File: src/rtl/cdb_arbiter_pkg.sv
// Shared CDB definitions: ROB sizing, tag width, requester count default and the CDB->ROB packet.
// Tag 0 is reserved to mean "no broadcast", so tags run 1..ROB_SZ+1.
`ifndef ROB_SZ
`define ROB_SZ 32
`endif
`ifndef CDB_NUM_REQ
`define CDB_NUM_REQ 4
`endif

package cdb_arbiter_pkg;

  localparam int SYS_XLEN    = 32;
  localparam int ROB_TAG_W   = $clog2(`ROB_SZ + 2);
  localparam int CDB_NUM_REQ = `CDB_NUM_REQ;

  typedef logic [ROB_TAG_W-1:0] ROB_TAG;

  typedef struct packed {
    ROB_TAG              rob_tag;
    logic [SYS_XLEN-1:0] v;
  } CDB_ROB_PACKET;

  function automatic int idx_width(input int n);
    return (n > 1) ? $clog2(n) : 1;
  endfunction

endpackage

File: src/rtl/cdb_arbiter_if.sv
// Completion-request / CDB broadcast bundle between the functional units and the arbiter.
// master = FU/branch side driving requests, slave = arbiter driving grants and the bus.
interface cdb_arbiter_if
  import cdb_arbiter_pkg::*;
#(
  parameter int NUM_REQ = CDB_NUM_REQ,
  parameter int XLEN    = SYS_XLEN,
  parameter int TAG_W   = ROB_TAG_W
);

  logic [NUM_REQ-1:0]       req_valid;
  logic [NUM_REQ*TAG_W-1:0] req_tag;
  logic [NUM_REQ*XLEN-1:0]  req_value;
  logic [NUM_REQ-1:0]       req_ready;
  logic                     squash_valid;
  CDB_ROB_PACKET            cdb_rob_packet;
  logic                     cdb_valid;

  modport master (
    output req_valid, req_tag, req_value, squash_valid,
    input  req_ready, cdb_rob_packet, cdb_valid
  );

  modport slave (
    input  req_valid, req_tag, req_value, squash_valid,
    output req_ready, cdb_rob_packet, cdb_valid
  );

endinterface

File: src/rtl/cdb_arbiter_rr_arbiter.sv
// Combinational round-robin picker: scans ptr, ptr+1, ... mod N and grants the first request.
// Zero latency, no state; also usable for RS issue-port arbitration.
module rr_arbiter
  import cdb_arbiter_pkg::*;
#(
  parameter int N     = 4,
  parameter int IDX_W = idx_width(N)
) (
  input  logic [N-1:0]     req,
  input  logic [IDX_W-1:0] ptr,
  output logic [N-1:0]     grant,
  output logic [IDX_W-1:0] grant_idx,
  output logic             any_grant
);

  logic [IDX_W-1:0] cand;

  // Walk from the farthest offset back to ptr so the nearest request wins last.
  always_comb begin
    grant     = '0;
    grant_idx = '0;
    any_grant = 1'b0;
    cand      = '0;
    for (int k = N - 1; k >= 0; k--) begin
      cand = IDX_W'((int'(ptr) + k) % N);
      if (req[cand]) begin
        grant       = '0;
        grant[cand] = 1'b1;
        grant_idx   = cand;
        any_grant   = 1'b1;
      end
    end
  end

endmodule

File: src/rtl/cdb_arbiter.sv
// CDB arbiter: round-robin one-hot req_ready, registered 1-cycle broadcast, squash blocks grants;
// losers stall at their FU. Optional CDB_ARB_STATS_EN adds conflict_count / grant_count.
module cdb_arbiter
  import cdb_arbiter_pkg::*;
#(
  parameter int NUM_REQ = CDB_NUM_REQ,
  parameter int XLEN    = SYS_XLEN,
  parameter int TAG_W   = ROB_TAG_W
) (
  input  logic             clock,
  input  logic             reset,
  cdb_arbiter_if.slave     bus
`ifdef CDB_ARB_STATS_EN
  ,
  output logic [31:0]          conflict_count,
  output logic [NUM_REQ*32-1:0] grant_count
`endif
);

  localparam int IDX_W = idx_width(NUM_REQ);

  logic [TAG_W-1:0]   tag_arr [NUM_REQ];
  logic [XLEN-1:0]    val_arr [NUM_REQ];
  logic [NUM_REQ-1:0] eligible;
  logic [NUM_REQ-1:0] grant;
  logic [IDX_W-1:0]   grant_idx;
  logic               any_grant;
  logic [IDX_W-1:0]   ptr_q, ptr_d;
  CDB_ROB_PACKET      pkt_q, pkt_d;
  logic               vld_q, vld_d;

  always_comb begin
    for (int i = 0; i < NUM_REQ; i++) begin
      tag_arr[i]  = bus.req_tag[i*TAG_W +: TAG_W];
      val_arr[i]  = bus.req_value[i*XLEN +: XLEN];
      eligible[i] = bus.req_valid[i] && (tag_arr[i] != '0) && !bus.squash_valid;
    end
  end

  rr_arbiter #(
    .N     (NUM_REQ),
    .IDX_W (IDX_W)
  ) u_rr (
    .req       (eligible),
    .ptr       (ptr_q),
    .grant     (grant),
    .grant_idx (grant_idx),
    .any_grant (any_grant)
  );

  assign bus.req_ready      = grant;
  assign bus.cdb_rob_packet = pkt_q;
  assign bus.cdb_valid      = vld_q;

  always_comb begin
    ptr_d = ptr_q;
    pkt_d = '0;
    vld_d = 1'b0;
    if (any_grant) begin
      ptr_d         = (grant_idx == IDX_W'(NUM_REQ - 1)) ? '0 : grant_idx + IDX_W'(1);
      pkt_d.rob_tag = tag_arr[grant_idx];
      pkt_d.v       = val_arr[grant_idx];
      vld_d         = 1'b1;
    end
  end

  always_ff @(posedge clock or posedge reset) begin
    if (reset) begin
      ptr_q <= '0;
      pkt_q <= '0;
      vld_q <= 1'b0;
    end else begin
      ptr_q <= ptr_d;
      pkt_q <= pkt_d;
      vld_q <= vld_d;
    end
  end

`ifdef CDB_ARB_STATS_EN
  logic [31:0] conflict_q;
  logic [31:0] grant_cnt_q [NUM_REQ];

  always_ff @(posedge clock or posedge reset) begin
    if (reset) begin
      conflict_q <= '0;
    end else if (($countones(eligible) > 1) && (conflict_q != '1)) begin
      conflict_q <= conflict_q + 32'd1;
    end
  end

  for (genvar g = 0; g < NUM_REQ; g++) begin : g_gcnt
    always_ff @(posedge clock or posedge reset) begin
      if (reset) begin
        grant_cnt_q[g] <= '0;
      end else if (grant[g] && (grant_cnt_q[g] != '1)) begin
        grant_cnt_q[g] <= grant_cnt_q[g] + 32'd1;
      end
    end
    assign grant_count[g*32 +: 32] = grant_cnt_q[g];
  end

  assign conflict_count = conflict_q;
`endif

  // A tag-0 request is an FU bug: it is flagged and left stalled rather than broadcast.
  always_ff @(posedge clock) begin
    if (!reset) begin
      for (int i = 0; i < NUM_REQ; i++) begin
        assert (!(bus.req_valid[i] && (tag_arr[i] == '0)))
          else $warning("cdb_arbiter: requester %0d valid with reserved tag 0, not granted", i);
      end
      assert ($onehot0(grant))
        else $error("cdb_arbiter: multiple grants %b", grant);
    end
  end

endmodule

File: src/flat_wrapper.sv
// flat-port wrapper written by rule: the top's interface ports become plain ports
module cdb_arbiter_flat import cdb_arbiter_pkg::*;
#(
  parameter int NUM_REQ = CDB_NUM_REQ,
  parameter int XLEN    = SYS_XLEN,
  parameter int TAG_W   = ROB_TAG_W
)
  (clock, reset, bus_req_valid, bus_req_tag, bus_req_value, bus_squash_valid, bus_req_ready, bus_cdb_rob_packet, bus_cdb_valid);
  cdb_arbiter_if #(.NUM_REQ(NUM_REQ), .XLEN(XLEN), .TAG_W(TAG_W)) bus_i ();
  input  logic clock;
  input  logic reset;
  input wire logic [$bits(bus_i.req_valid)-1:0] bus_req_valid;
  input wire logic [$bits(bus_i.req_tag)-1:0] bus_req_tag;
  input wire logic [$bits(bus_i.req_value)-1:0] bus_req_value;
  input wire logic [$bits(bus_i.squash_valid)-1:0] bus_squash_valid;
  output wire logic [$bits(bus_i.req_ready)-1:0] bus_req_ready;
  output wire logic [$bits(bus_i.cdb_rob_packet)-1:0] bus_cdb_rob_packet;
  output wire logic [$bits(bus_i.cdb_valid)-1:0] bus_cdb_valid;
  assign bus_i.req_valid = bus_req_valid;
  assign bus_i.req_tag = bus_req_tag;
  assign bus_i.req_value = bus_req_value;
  assign bus_i.squash_valid = bus_squash_valid;
  assign bus_req_ready = bus_i.req_ready;
  assign bus_cdb_rob_packet = bus_i.cdb_rob_packet;
  assign bus_cdb_valid = bus_i.cdb_valid;
  cdb_arbiter #(.NUM_REQ(NUM_REQ), .XLEN(XLEN), .TAG_W(TAG_W)) u_core (.clock(clock), .reset(reset), .bus(bus_i));
endmodule
File: config.mk
export PLATFORM = sky130hd
export DESIGN_NAME = cdb_arbiter_flat
export DESIGN_NICKNAME = d
export VERILOG_FILES = /design/src/rtl/cdb_arbiter_pkg.sv /design/src/rtl/cdb_arbiter_if.sv /design/src/rtl/cdb_arbiter_rr_arbiter.sv /design/src/rtl/cdb_arbiter.sv /design/src/flat_wrapper.sv
export SDC_FILE = /design/constraint.sdc
export NUM_CORES = 1
export LEC_CHECK = 0
export CORE_MARGIN = 2
export CORE_UTILIZATION = 40
export CTS_CLUSTER_DIAMETER = 100
export CTS_CLUSTER_SIZE = 16
export DETAILED_ROUTE_END_ITERATION = 8
export HOLD_SLACK_MARGIN = 0.12
export PLACE_DENSITY = 0.85
export SYNTH_ARGS = -nofsm -noshare
export SYNTH_HDL_FRONTEND = slang
export SYNTH_SLANG_ARGS = --single-unit
File: constraint.sdc
create_clock -name clock -period 4.8 [get_ports clock]
set_clock_uncertainty 0.2 [all_clocks]
set_input_delay 0.48 -clock clock [delete_from_list [all_inputs] [get_ports clock]]
set_output_delay 0.48 -clock clock [all_outputs]
set_load 0.01 [all_outputs]
==> results of run 1 <==
==> worst max-delay path by stage <==
stage	endpoint	cells after the start
2_1_floorplan	bus_req_ready[0]	7
3_3_place_gp	bus_req_ready[3]	9
3_5_place_dp	u_core.bus.cdb_rob_packet[5]$_DFF_PP0_	9
4_1_cts	bus_req_ready[3]	9
5_1_grt	bus_req_ready[3]	9
6_report	bus_req_ready[3]	9
==> power by group <==
part	switching (W)	internal (W)	leakage (nW)
logic	0.00107	0.00103	1.77
clock network	0.000126	0.000170	0.0585
registers	0.0000757	0.000509	0.509
total	0.00127	0.00170	2.33
==> area by class of cell <==
cell class	instances	area share, %
clock buffer	7	1.56
timing repair buffer	213	38.4
inverter	5	0.339
sequential	41	18.5
clock inverter	1	0.542
multi-input combinational	232	38.3
tap	105	2.37
==> per-stage QoR <==
step                      cell area, µm²  std cells  utilization (%)  hold WS, ns
after floorplan                     3380        311                -        0.465
after global placement              5420        596             66.0        0.535
after detailed placement            5420        596             66.0        0.545
after CTS                           5540        604             67.4        0.536
after global routing                5540        604             67.4        0.594
final                               5540        604             67.4        0.500
==> synth_stat cells (all sizes together) (3+ instances only) <==
master / count
nor2: 10
nor3: 3
a221o: 4
a21o: 3
mux2i: 38
a211oi: 39
inv: 5
buf: 23
nand2: 7
a2111oi: 38
a22o: 4
nor2b: 4
ha: 8
o211a: 3
clkbuf: 10
dfrtp: 41
o21ai: 4
and3: 39
==> metal layers <==
metal | vias up | track usage (%) | share of wire (%) | routed length (µm)
met5 | - | 0 | 0 | 0
met4 | 0 | 8.10 | 2.6 | 306
met3 | 26 | 4.31 | 7.4 | 872
met2 | 148 | 43.7 | 50 | 5890
met1 | 1654 | 29.6 | 40 | 4750
li1 | 1627 | - | - | -
==> worst reg2reg max path, cell delays in order, from the launching register on <==
cell      delay [ns]
dfrtp_1         0.71
inv_1           0.29
ha_1            0.44
o211a_1         0.16
or3_4           0.51
nand2_4         0.42
buf_4           0.49
mux2i_1         0.36
a211oi_2        0.11
==> flip-flops by register name (all words and copies together) (netlist names) <==
name / cells
u_core.ptr_q: 2
u_core.bus.cdb_rob_packet: 38
u_core.bus.cdb_valid: 1
==> kinds of logic (layout without fill, tap and decap cells) <==
kind of cell | after synthesis | in the layout | share of synthesized area [%]
mux | 39 | 39 | 11.6
fa+ha+maj | 8 | 8 | 2.96
simple gates | 75 | 75 | 13.3
buf+inv | 38 | 226 | 7.33
flops | 41 | 41 | 30.4
compound gates | 110 | 110 | 34.4
==> flow_summary.json, run 1 <==
{
  "synth_cell_types": 50,
  "portBuffers": 201,
  "die_x_um": 95.9,
  "h-tree-depth": 2,
  "core_area_mm2": 0.00822,
  "cp.arrival_ns": 3.43,
  "cts_tree": "built",
  "netlist_top_cells_area": "dfrtp_1 (30%), mux2i_1 (11%), a2111oi_2 (8.4%), and3_1 (7.2%), a211oi_2 (5.9%)",
  "boundaryPins": 202,
  "overflow": 0,
  "cap_violations": 0,
  "antennaDiodeCount": 0,
  "worstMarginPinSlew_ns": 0.912,
  "antenna_found_initial": 0,
  "cts_hold_buf": 0,
  "numClockSinks": 41,
  "ys_ff_latch": 41,
  "synth_nets": 478,
  "nets": 665,
  "final_cell_mix": "clkdlybuf4s50_1 (201), dfrtp_1 (41), mux2i_1 (38), and3_1 (38), a211oi_1 (23)",
  "slew_viol_final": 0,
  "dp_slack_ns": 0.687,
  "dr_total_vias": 3455,
  "synth_top_area_cell": "dfrtp_1",
  "chipHeight_um": 95.9,
  "final_common_cell": "clkdlybuf4s50_1",
  "syn_avg_cell_area_um2": 10.9,
  "cts_setup_buffers": 0,
  "hpwl_mm": 8.81,
  "drc": 0,
  "layout_setup_ws_ns": 0.688,
  "syn_inst": 311,
  "multiInputGateArea_mm2": 0.00212,
  "start_util_pct": 41.1,
  "worstRegToRegCells": 8,
  "yosysWarningCount": 0,
  "grt_max_degree": 42,
  "synth_async_sr_flop_share_pct": 100,
  "total_power_w": 0.00298,
  "syn_area_mm2": 0.00338,
  "regArea_mm2": 0.00103,
  "hold_path_class": "input port to async pin",
  "reg2reg_to": "u_core.bus.cdb_rob_packet[25]$_DFF_PP0_",
  "rsz0062_at_grt": "false",
  "cp_top_family": "compound AO/OA/AOI/OAI gates",
  "clkTransAtPathRegs_ns": 0.09,
  "synth_edf_count": 0,
  "crit_fanout": 4,
  "cts_made_buffers": 5,
  "slowest_stage": "or4_4",
  "fin_crit_ns": 4.11,
  "totalWireLength_mm": 11.8,
  "viasPerCell": 5.72,
  "outcome": "finished clean",
  "cpPeakStageDelay_ns": 0.57,
  "ir_worst_vdd_v": 0.000278,
  "root_buffer": "clkbuf_8",
  "place_congestion": 0.897,
  "worstPathRequired_ns": 4.12,
  "r2r_slack_ns": 1.00,
  "worstSkewPairLatency_ns": 0.28,
  "critPathBufInv": 2,
  "grt_pass1_vias": 3320,
  "grt_first_pass_wirelength_mm": 17.3,
  "rr_startpoint": "u_core.ptr_q[0]$_DFFE_PP0P_",
  "leakage_nw": 2.33,
  "path_class": "input port to output pin",
  "crit_start": "bus_req_tag[13]",
  "setup_viol_count_final": 0,
  "drt-wirelength-per-cell_um": 19.6,
  "grt_usage_pct": 24.5,
  "max_freq_mhz": 243,
  "yosysTopAreaCellShare_pct": 30.4,
  "finalCritPeriodShare_pct": 85.7,
  "cpMostUsedCell": "clkdlybuf4s50_1",
  "critPathLaunchType": "input port",
  "nFillCells": 623,
  "power_density_mw_per_mm2": 537,
  "finalHoldViolCount": 0,
  "cts_resized": 0,
  "drt_pass1_iterations": 4,
  "ant_nets": 0,
  "max_slew_margin_pct": 39.1,
  "drive_gt1_share_pct": 14.8,
  "syn2layout_area_growth_pct": 63.9,
  "tns_ns": 0,
  "rows": 33,
  "worstPathCellList": "clkdlybuf4s50_1, or4_4, o311a_4, o21ai_4, o211a_1, nand2_1, a21boi_0, a221o_1, clkdlybuf4s50_1",
  "cts_max_path_buffers": 2,
  "first_iter_violations": 125,
  "synth-main-ff-cell": "dfrtp_1",
  "die-area_mm2": 0.00920,
  "crit_path_end_kind": "output pin",
  "seq_area_frac_synth_pct": 30.4
}
Note: power is estimated with default switching activity, not from simulation.
==> run 2: changes to the inputs <==
--- a/constraint.sdc
+++ b/constraint.sdc
@@ -4,2 +4,2 @@
 set_output_delay 0.48 -clock clock [all_outputs]
-set_load 0.01 [all_outputs]
+set_load 0.005 [all_outputs]
==> run 2 against run 1 <==
  * Worst setup slack got worse by 0.064 ns
  * Final area is 0.14% higher
  * Sequential power about the same
  * Total power decreased by 0.84%
  * Utilization rose by 0.091 points
  * Wire length up 0.26%
  * Cell count is 0.50% lower
  * Combinational power down 3%
  * Die area unchanged
  * Sequential cell count did not move
==> flow_summary.json, run 2 (same netlist as run 1, synthesis figures left out) <==
{
  "core_area_mm2": 0.00822,
  "slew_viol_final": 0,
  "final_cell_mix": "clkdlybuf4s50_1 (201), dfrtp_1 (41), mux2i_1 (38), and3_1 (38), a211oi_1 (23)",
  "max_freq_mhz": 239,
  "cpMostUsedCell": "clkdlybuf4s50_1",
  "portBuffers": 201,
  "grt_max_degree": 42,
  "viasPerCell": 5.77,
  "cts_hold_buf": 0,
  "largest_register_ffs": 38,
  "finalHoldViolCount": 0,
  "max_slew_margin_pct": 36.0,
  "worstMarginPinSlew_ns": 0.957,
  "seq_power_share_pct": 19.7,
  "numClockSinks": 41,
  "drive_gt1_share_pct": 14.5,
  "worstSkewPairLatency_ns": 0.29,
  "met2WireLength_mm": 6.17,
  "worstPathRequired_ns": 4.12,
  "cts_setup_buffers": 0,
  "rows": 33,
  "grt_pass1_vias": 3544,
  "cap_violations": 0,
  "rsz0062_at_grt": "false",
  "reg2reg_to": "u_core.bus.cdb_rob_packet[30]$_DFF_PP0_",
  "finalCritPeriodShare_pct": 87.0,
  "switching_share_pct": 41.0,
  "cpPeakStageDelay_ns": 0.79,
  "ant_nets": 0,
  "critPathLaunchType": "input port",
  "top_layer_used": "met4",
  "grt_usage_pct": 25.1,
  "worstRegToRegCells": 8,
  "syn2layout_area_growth_pct": 64.1,
  "h-tree-depth": 2,
  "antenna_found_initial": 0,
  "r2r_slack_ns": 1.18,
  "nets": 662,
  "ir_worst_vdd_v": 0.000332,
  "first_iter_violations": 104,
  "fin_crit_ns": 4.18,
  "critPathBufInv": 2,
  "chipHeight_um": 95.9,
  "root_buffer": "clkbuf_8",
  "comb_power_share_pct": 68.9,
  "boundaryPins": 202,
  "overflow": 0,
  "hpwl_mm": 8.88,
  "antennaDiodeCount": 0,
  "totalWireLength_mm": 11.9,
  "leakage_nw": 2.33,
  "drt_pass1_iterations": 5,
  "drt-wirelength-per-cell_um": 19.7,
  "cp.arrival_ns": 3.50,
  "setup_viol_count_final": 0,
  "clkTransAtPathRegs_ns": 0.08,
  "tns_ns": 0,
  "path_class": "input port to output pin",
  "final_common_cell": "clkdlybuf4s50_1",
  "dr_total_vias": 3465,
  "grt_first_pass_wirelength_mm": 17.7,
  "hold_path_class": "input port to async pin",
  "power_density_mw_per_mm2": 532,
  "cp_top_family": "simple AND/OR/NAND/NOR gates",
  "outcome": "finished clean",
  "cts_max_path_buffers": 2,
  "place_congestion": 0.839,
  "cts_resized": 0,
  "p_int_w": 0.00174,
  "wl_met3_um": 850,
  "die-area_mm2": 0.00920,
  "crit_fanout": 5,
  "worstPathCellList": "clkdlybuf4s50_1, nor4_1, a21oi_1, o21ai_2, nand2_1, nor2_1, a22o_1, a221o_1, clkdlybuf4s50_1",
  "start_util_pct": 41.1,
  "cts_made_buffers": 5,
  "drc": 0,
  "die_x_um": 95.9,
  "crit_path_end_kind": "output pin",
  "wl_met1_mm": 4.55,
  "power.switching_w": 0.00121,
  "slowest_stage": "nor4_1",
  "cts_tree": "built",
  "rr_startpoint": "u_core.ptr_q[0]$_DFFE_PP0P_",
  "fin_util_pct": 67.5,
  "clockPowerShare_pct": 11.3
}
run 2: through the flow:
| stage | hold WS (ns) | setup slack (ns) | std cells | power [W] | instance area, µm² |
|---|---|---|---|---|---|
| 2_1_floorplan | 0.465 | 1.91 | 311 | 0.00191 | 3380 |
| 3_3_place_gp | 0.532 | 0.805 | 593 | 0.00258 | 5410 |
| 3_5_place_dp | 0.541 | 0.730 | 593 | 0.00262 | 5410 |
| 4_1_cts | 0.556 | 0.714 | 601 | 0.00296 | 5550 |
| 5_1_grt | 0.596 | 0.550 | 601 | 0.00313 | 5550 |
| 6_report | 0.510 | 0.624 | 601 | 0.00295 | 5550 |
run 2: how the worst max path moves through the flow:
stage                         start                                endpoint  slack (ns)  depth (start not counted)
finish               bus_req_tag[0]                        bus_req_ready[3]        0.62                          9
global route         bus_req_tag[0]                        bus_req_ready[0]        0.55                          9
CTS                 bus_req_tag[13]                        bus_req_ready[3]        0.71                          9
detailed placement   bus_req_tag[0]  u_core.bus.cdb_rob_packet[5]$_DFF_PP0_        0.73                          9
global placement    bus_req_tag[13]                        bus_req_ready[3]        0.81                          9
floorplan           bus_req_tag[13]                        bus_req_ready[0]        1.91                          7
run 2: metal layers:
layer  vias up  track usage [%]
li1       1626                -
met1      1668             27.8
met2       152             47.3
met3        19             4.62
met4         0             9.05
met5         -                0
run 2: layout make-up:
| type | instances | area, µm² |
|---|---|---|
| fill | 633 | 2670 |
| multi-input combinational | 232 | 2120 |
| timing repair buffer | 210 | 2120 |
| sequential | 41 | 1030 |
| tap | 105 | 131 |
| clock buffer | 5 | 68.8 |
| clock inverter | 3 | 65.1 |
| inverter | 5 | 18.8 |
run 2: power groups by stage:
stage	sequential (W)	clock (W)	combinational (W)
global route	0.000601	0.000353	0.00218
detailed placement	0.000590	0	0.00203
global placement	0.000586	0	0.00200
floorplan	0.000591	0	0.00132
CTS	0.000583	0.000338	0.00204
finish	0.000582	0.000334	0.00203
